**config.mk**
```make
export PLATFORM = sky130hd
export DESIGN_NAME = regfile_wb_arb
export DESIGN_NICKNAME = d
export VERILOG_FILES = /design/src/rtl/regfile_wb_arb.sv
export SDC_FILE = /design/constraint.sdc
export NUM_CORES = 1
export LEC_CHECK = 0
export ABC_AREA = 0
export CAP_MARGIN = 25
export CORE_AREA = 2 2 89 155
export DETAILED_ROUTE_END_ITERATION = 10
export DIE_AREA = 0 0 91 157
export DONT_BUFFER_PORTS = 1
export PLACE_DENSITY = 0.57
export SYNTH_ARGS = -nofsm -noshare
export SYNTH_HDL_FRONTEND = slang
export SYNTH_SLANG_ARGS = --single-unit
```
**constraint.sdc**
```tcl
create_clock -name clk_i -period 3.1 [get_ports clk_i]
set_input_delay 0.62 -clock clk_i [delete_from_list [all_inputs] [get_ports clk_i]]
set_output_delay 0.62 -clock clk_i [all_outputs]
set_load 0.01 [all_outputs]
```
**src/rtl/regfile_wb_arb.sv**
```systemverilog
// Writeback arbiter for the single regfile write port: merges the ALU result stream
// with an in-order load FIFO. A starvation counter guarantees that queued loads retire.
module regfile_wb_arb #(
    parameter int DEPTH        = 2,
    parameter int STARVE_LIMIT = 3
) (
    input  logic        clk_i,
    input  logic        rst_ni,
    input  logic        alu_valid_i,
    output logic        alu_ready_o,
    input  logic [4:0]  alu_rd_i,
    input  logic [31:0] alu_data_i,
    input  logic        lsu_valid_i,
    output logic        lsu_ready_o,
    input  logic [4:0]  lsu_rd_i,
    input  logic [31:0] lsu_data_i,
    output logic        wen_o,
    output logic [4:0]  waddr_o,
    output logic [31:0] wdata_o,
    output logic [31:0] pending_mask_o
);

    localparam int PW = (DEPTH > 1) ? $clog2(DEPTH) : 1;
    localparam int CW = PW + 1;
    localparam int SW = (STARVE_LIMIT < 1) ? 1 : $clog2(STARVE_LIMIT + 1);

    logic [4:0]    rd_mem_q  [DEPTH];
    logic [31:0]   dat_mem_q [DEPTH];
    logic [PW-1:0] rptr_q, rptr_d, wptr_q, wptr_d;
    logic [CW-1:0] count_q, count_d;
    logic [SW-1:0] starve_q, starve_d;
    logic          wen_q, wen_d;
    logic [4:0]    waddr_q, waddr_d;
    logic [31:0]   wdata_q, wdata_d;

    logic          q_nonempty, force_load, grant_alu, grant_q, push;
    logic [4:0]    sel_rd;
    logic [31:0]   sel_data;
    logic [31:0]   pend;

    assign q_nonempty  = (count_q != '0);
    assign force_load  = q_nonempty && (starve_q == SW'(STARVE_LIMIT));
    assign alu_ready_o = !force_load;
    assign grant_alu   = alu_valid_i && !force_load;
    assign grant_q     = !grant_alu && q_nonempty;
    // Full queue blocks the LSU even if the head pops this cycle: ready is state-only.
    assign lsu_ready_o = (count_q != CW'(DEPTH));
    assign push        = lsu_valid_i && lsu_ready_o;

    assign sel_rd   = grant_alu ? alu_rd_i   : rd_mem_q[rptr_q];
    assign sel_data = grant_alu ? alu_data_i : dat_mem_q[rptr_q];

    always_comb begin
        rptr_d   = rptr_q;
        wptr_d   = wptr_q;
        count_d  = count_q + CW'(push) - CW'(grant_q);
        starve_d = starve_q;
        wen_d    = 1'b0;
        waddr_d  = waddr_q;
        wdata_d  = wdata_q;
        if (push)    wptr_d = wptr_q + PW'(1);
        if (grant_q) rptr_d = rptr_q + PW'(1);
        if (grant_q || !q_nonempty) begin
            starve_d = '0;
        end else if (grant_alu && (starve_q != SW'(STARVE_LIMIT))) begin
            starve_d = starve_q + SW'(1);
        end
        if (grant_alu || grant_q) begin
            wen_d   = (sel_rd != 5'd0);
            waddr_d = (sel_rd != 5'd0) ? sel_rd   : 5'd0;
            wdata_d = (sel_rd != 5'd0) ? sel_data : 32'd0;
        end
    end

    always_ff @(posedge clk_i or negedge rst_ni) begin
        if (!rst_ni) begin
            rptr_q   <= '0;
            wptr_q   <= '0;
            count_q  <= '0;
            starve_q <= '0;
            wen_q    <= 1'b0;
            waddr_q  <= 5'd0;
            wdata_q  <= 32'd0;
        end else begin
            rptr_q   <= rptr_d;
            wptr_q   <= wptr_d;
            count_q  <= count_d;
            starve_q <= starve_d;
            wen_q    <= wen_d;
            waddr_q  <= waddr_d;
            wdata_q  <= wdata_d;
        end
    end

    always_ff @(posedge clk_i) begin
        if (push) begin
            rd_mem_q[wptr_q]  <= lsu_rd_i;
            dat_mem_q[wptr_q] <= lsu_data_i;
        end
    end

    // An entry is live when its distance from the read pointer is below the count.
    always_comb begin
        logic [PW-1:0] offs;
        pend = '0;
        offs = '0;
        for (int i = 0; i < DEPTH; i++) begin
            offs = PW'(i) - rptr_q;
            if ({1'b0, offs} < count_q) pend[rd_mem_q[i]] = 1'b1;
        end
        pend[0] = 1'b0;
    end

    assign wen_o          = wen_q;
    assign waddr_o        = waddr_q;
    assign wdata_o        = wdata_q;
    assign pending_mask_o = pend;

endmodule

```
==> flow_metrics.tcl, run 1 <==
set metrics [dict create \
    cts-resized-gates 0 \
    setup_skew_after_layout_ns 0.00640 \
    syn-mean-instance-area_um2 14.5 \
    antenna_found_initial 0 \
    data_required_time_at_the_worst_endpoint_ns 2.48 \
    timing.final.crit_period_ns 2.70 \
    routed_wirelength_um 11800 \
    grt_pass1_vias 3048 \
    dp_hpwl_um 7600 \
    yosys_register_bits 118 \
    drt-initial-drc-count 177 \
    gr-usage-all-layers_pct 16.4 \
    async_reset_ff_share_pct 37.3 \
    finish.net_count 429 \
    number_of_flops_mapped_to_enable_cells_by_yosys 74 \
    setup_viol 0 \
    relSlewSlack_pct 49.0 \
    yosysWarnings 0 \
    critPathArrivalTime_ns 2.08 \
    fin_hold_ws_ns 0.0697 \
    syn-num-nets 433 \
    routed_via_density 5.68 \
    dieHeight_um 157 \
    cts_inserted_buffers 17 \
    max_cap_viol_count 0 \
    cts_root_buf "clkbuf_16" \
    critical_path.startpoint_type "flop" \
    cts_tree "done" \
    max_stage_delay_ns 0.52 \
    vdd.ir_drop.worst_v 0.000496 \
    grt_start_max_net_pins 45 \
    die-width_um 91 \
    cts_buffer_depth 2 \
    boundaryPins 150 \
    final.period_utilization_pct 87.0 \
    clk-insertion-delay-late_ns 0.40 \
    place_congestion 0.806 \
    first_pass_grt_wire_length_um 17500 \
    path_cells "nor2b_1 > nor2_1 > or3b_1 > o22ai_1" \
    worstSetupEndpointType "primary output" \
    fill_cells 1235 \
    remaining_design_rule_violation_count 0 \
    dieArea_um2 14300 \
    antennaDiodeCount 0 \
    initial_utilization_pct 39.5 \
    hold_viol_final 0 \
    num_rows 55 \
    result_of_the_run "finished clean" \
    place.port_buffers 0 \
    cpMaxStageDelayCell "or3b_1" \
    syn_inst 352 \
    design.core.area_um2 12900 \
    clock_sinks 118 \
    synth_top_flop_cell "edfxtp_1" \
    finish.cell_count_without_fillers 532 \
    r2r-start "count_q[1]" \
    synth_cell_types 39 \
    design_area_um2 5860 \
    path_clk_slew_ns 0.06 \
    post_route_cells_drive_above_1_share_pct 22.4 \
    rsz0062_at_grt "no" \
    grt_overflow 0 \
    synth_area_um2 5110 \
    crit_path_max_fanout 8 \
    post_drt_wl_per_cell_um 22.1 \
    power_leakage_nw 2.08 \
    detail_route.first_pass.iterations 4 \
    routed-via-count 3024 \
    cts-htree-levels 4 \
    maxSlewViolCount 0 \
    dpl-instance-area_um2 5240 \
    hold_path_class "input port to async pin" \
    areaGrowthSynthToFinish_pct 14.8 \
    path_class "flop to primary output" \
    fmax_mhz 371 \
    crit-reg2reg-capture "wdata_o[31]" \
    numPlacedInstances 499 \
    max_slew.worst_pin.slew_ns 0.762 \
    fin_util_pct 45.3 \
    power.density_nw_per_um2 999 \
    synth_seq_area_share_pct 65.1 \
    reg2reg_depth 5 \
    final_antenna_net_count 0 \
    accumulated_negative_setup_slack_ns 0 \
    setup.reg_to_reg.worst_slack_ns 1.07 \
]
==> cell type report <==
type / count / area [um^2] / share of cell area [%]
Sequential cell: 118 / 3320 / 56.7
Multi-Input combinational cell: 204 / 1640 / 27.9
Clock buffer: 22 / 475 / 8.11
Tap cell: 171 / 214 / 3.65
Clock inverter: 10 / 118 / 2.01
Timing Repair Buffer: 6 / 90.1 / 1.54
Inverter: 1 / 3.75 / 0.0640
==> logic make-up (layout without fill, tap and decap cells) <==
| logic type | after synthesis | after routing | share of synthesized area (%) |
|---|---|---|---|
| DFF | 118 | 118 | 65.1 |
| buffers and inverters | 30 | 39 | 3.14 |
| muxes | 37 | 37 | 7.25 |
| and+or+nand+nor | 54 | 54 | 6.47 |
| AOI/OAI and AO/OA | 105 | 105 | 16.6 |
| adders and majority gates | 3 | 3 | 0.735 |
| xor gates and xnor gates | 4 | 4 | 0.686 |
| other | 1 | 1 | 0.0734 |
==> through the flow <==
stage	worst slack [ns]	total power, mW
floorplan	0.322	3.58
global placement	0.893	3.91
detailed placement	0.827	3.97
CTS	0.392	5.94
global route	0.290	6.14
finish	0.403	5.86
==> repair_timing <==
action                    in CTS  in global routing
buffers inserted               0                  0
hold buffers                   1                  0
hold endpoints to repair      44                  0
==> synthesized netlist by cell type (2+ instances only) <==
cell	count	area share (%)
a22oi_1	2	0.29
a22oi_2	30	7.4
buf_2	8	0.78
buf_4	4	0.59
buf_6	3	0.66
clkbuf_1	14	1.0
dfrtp_1	44	22
edfxtp_1	74	44
ha_1	3	0.74
mux2i_1	37	7.3
nand2_1	5	0.37
nand3_1	8	0.78
nand3b_1	7	1.0
nor2_1	8	0.59
nor3_1	4	0.39
nor3b_1	2	0.29
o21ai_0	2	0.20
o21ai_1	30	2.9
o221a_2	5	1.1
o22ai_1	32	3.9
or3_1	5	0.61
or3b_1	2	0.34
or3b_2	5	0.86
xnor2_1	3	0.51
==> critical path: cells and delay by family, from the launching register on <==
| kind | cells | cell delay, ns |
|---|---|---|
| flops | 1 | 0.51 |
| simple gates | 3 | 0.82 |
| compound gates | 1 | 0.34 |
==> worst max-delay path by stage <==
stage | from | endpoint | cells after the start
6_report | count_q[0] | pending_mask_o[5] | 4
5_1_grt | count_q[0] | pending_mask_o[14] | 4
4_1_cts | count_q[0] | pending_mask_o[14] | 4
3_5_place_dp | count_q[0] | pending_mask_o[14] | 4
3_3_place_gp | count_q[0] | pending_mask_o[2] | 4
2_1_floorplan | count_q[1] | dat_mem_q[0][0] | 4
==> routing by layer <==
layer | track usage (%) | up-vias | routed length, um
met3 | 5.41 | 16 | 696
met2 | 31.0 | 115 | 6630
met1 | 16.1 | 1520 | 4180
met4 | 7.36 | 0 | 247
li1 | - | 1373 | -
met5 | 0 | - | 0
==> state kept, by name (all words and copies together), names as in the netlist, 2 cells and up <==
| name | flops |
|---|---|
| count_q | 2 |
| dat_mem_q | 64 |
| rd_mem_q | 10 |
| starve_q | 2 |
| waddr_o | 5 |
| wdata_o | 32 |
==> placed cells by master (no fill, tap or decap), types with 3 or more instances in the layout <==
cell       Yosys  layout
edfxtp_1      74      74
ha_1           3       3
nand3b_1       7       7
o22ai_1       32      32
nand2_1        5       5
mux2i_1       37      37
clkbuf_1      14       3
nor2_1         8       7
buf_4          4       3
o221a_2        5       5
a22oi_2       30      30
clkbuf_16      0      18
or3_1          5       5
nand3_1        8       8
nor3_1         4       4
xnor2_1        3       3
dfrtp_1       44      43
o21ai_1       30      30
or3b_2         5       5
==> power breakdown <==
part / switching (mW) / internal (mW) / leakage [nW]
Clock: 0.683 / 1.26 / 0.288
Combinational: 0.798 / 0.525 / 0.582
Sequential: 0.423 / 2.17 / 1.21
Total: 1.90 / 3.95 / 2.08
Note: power is estimated with default switching activity, not from simulation.
==> run 2: changes to the inputs <==
- GPL_TIMING_DRIVEN: default -> 0
- SLEW_MARGIN: default -> 10
- clock period: 3.1 -> 3.15 ns (I/O delays scaled with it)
==> run 2 against run 1 <==
Against the previous run:
- sequential cell count stayed put
- non-clock buffer count rose by 26
- critical endpoint is now pending_mask_o[6]
- utilization up 1.1 points
- worst setup slack gained 0.096 ns
- largest power group unchanged
- combinational power up 9%
- sequential power decreased by 5%
- design area increased by 2.5%
- critical path depth stayed put
- register-to-register slack got worse by 0.03 ns
- sequential share of layout area decreased by 1.4 points
- largest cell class unchanged
==> flow_metrics.tcl, run 2 (synthesized netlist as in run 1, its figures left out) <==
set metrics [dict create \
    critical_path.startpoint_type "flop" \
    setup_viol 0 \
    cts_setup_buffers 0 \
    grt_start_max_net_pins 45 \
    largest_register_ff_count 64 \
    path_clk_slew_ns 0.06 \
    mostFrequentLayoutCell "edfxtp_1" \
    final_antenna_net_count 0 \
    clk-insertion-delay-late_ns 0.40 \
    place.port_buffers 0 \
    crit_path_max_fanout 8 \
    total_power_mw 5.84 \
    worstSetupEndpointType "primary output" \
    hold_viol_final 0 \
    relSlewSlack_pct 44.5 \
    design.core.area_um2 12900 \
    cts-resized-gates 0 \
    cts_buffer_depth 2 \
    fmax_mhz 377 \
    post_drt_wl_per_cell_um 20.9 \
    r2r-start "count_q[0]" \
    drt-initial-drc-count 152 \
    setup.reg_to_reg.worst_slack_ns 1.04 \
    gr-usage-all-layers_pct 16.9 \
    dieHeight_um 157 \
    result_of_the_run "finished clean" \
    maxSlewViolCount 0 \
    routed_via_density 5.59 \
    max_stage_delay_ns 0.50 \
    cts_inserted_buffers 17 \
    reg2reg_depth 4 \
    path_cells "a21oi_1 > or3b_2 > clkbuf_1 > o22ai_1" \
    cts_tree "done" \
    max_slew.worst_pin.slew_ns 0.832 \
    antennaDiodeCount 0 \
    areaGrowthSynthToFinish_pct 17.6 \
    critPathArrivalTime_ns 2.02 \
    finish.net_count 455 \
    cpMaxStageDelayCell "dfrtp_1" \
    timing.critical_path.max_delay_family "flip-flops" \
    cts_root_buf "clkbuf_16" \
    power.density_nw_per_um2 973 \
    crit_cells 4 \
    initial_utilization_pct 39.5 \
    grt_pass1_vias 3433 \
    first_pass_grt_wire_length_um 18300 \
    most-common-layout-cells "edfxtp_1 (74), dfrtp_1 (44), mux2i_1 (37)" \
    final.period_utilization_pct 84.2 \
    largest_register "dat_mem_q" \
    place_congestion 0.764 \
    routed-via-count 3120 \
    rsz0062_at_grt "no" \
    detail_route.first_pass.iterations 4 \
    power_leakage_nw 2.15 \
    setup_skew_after_layout_ns 0.00913 \
    fin_util_pct 46.4 \
    fin_hold_ws_ns 0.0782 \
    post_route_cells_drive_above_1_share_pct 24.8 \
    critPathBufInv 1 \
    dieArea_um2 14300 \
    antenna_found_initial 0 \
    clock_sinks 118 \
    vdd.ir_drop.worst_v 0.000403 \
    timing.final.crit_period_ns 2.65 \
    hold_path_class "input port to async pin" \
    crit-reg2reg-capture "dat_mem_q[0][10]" \
    dp_hpwl_um 8240 \
    boundaryPins 150 \
    remaining_design_rule_violation_count 0 \
    die-width_um 91 \
    cts-htree-levels 4 \
    max_cap_viol_count 0 \
    accumulated_negative_setup_slack_ns 0 \
    grt_overflow 0 \
    routed_wirelength_um 11700 \
    path_class "flop to primary output" \
    data_required_time_at_the_worst_endpoint_ns 2.52 \
    num_rows 55 \
]
==> run 2: changes by cell type in the layout (fill, tap and decap cells not counted), moves of 2 or more <==
cell / before / now
buf_2: 0 / 8
clkinv_4: 2 / 4
buf_16: 1 / 3
clkbuf_1: 3 / 14
inv_6: 2 / 5
buf_12: 2 / 0
buf_6: 0 / 3
==> run 2: timing repair <==
item / in CTS / in global routing
endpoints found under the setup margin: 0 / 0
hold endpoints to repair: 44 / 0
hold buffers: 1 / 0
==> run 2: worst max-delay path by stage <==
stage,to,start
after floorplan,dat_mem_q[0][0],count_q[1]
after global placement,dat_mem_q[0][17],count_q[0]
after detailed placement,pending_mask_o[26],count_q[0]
after CTS,pending_mask_o[6],count_q[0]
after global routing,pending_mask_o[28],count_q[0]
final,pending_mask_o[6],count_q[0]
==> run 2: per-stage QoR <==
step,cells,setup WS [ns],instance area [um^2]
2_1_floorplan,352,0.372,5110
3_3_place_gp,523,-0.987,5320
3_5_place_dp,525,0.897,5380
4_1_cts,558,0.457,6010
5_1_grt,558,0.356,6010
6_report,558,0.499,6010
==> run 2: report_power, final <==
group          leakage, nW  total, mW  internal, mW  switching (mW)
sequential            1.21       2.48          2.14           0.343
clock                0.287       1.92          1.18           0.736
combinational        0.657       1.44         0.576           0.866
==> run 2: layout make-up <==
cell class	count	area, um^2
well taps	171	214
clock inverters	15	170
inverters	1	3.75
repair buffers	3	82.6
multi-input cells	204	1630
clock buffers	17	425
flip-flops and latches	118	3320
fillers	1188	6930
plain buffers	29	156
==> run 2: per-layer routing <==
layer  part of all wire [%]  vias up  wire length [um]  track usage (%)
li1                       -     1431                 -                -
met1                     34     1562              3950             15.9
met2                     58      109              6750             32.5
met3                    6.7       18               779             6.41
met4                    1.7        0               201             6.35
met5                      0        -                 0                0
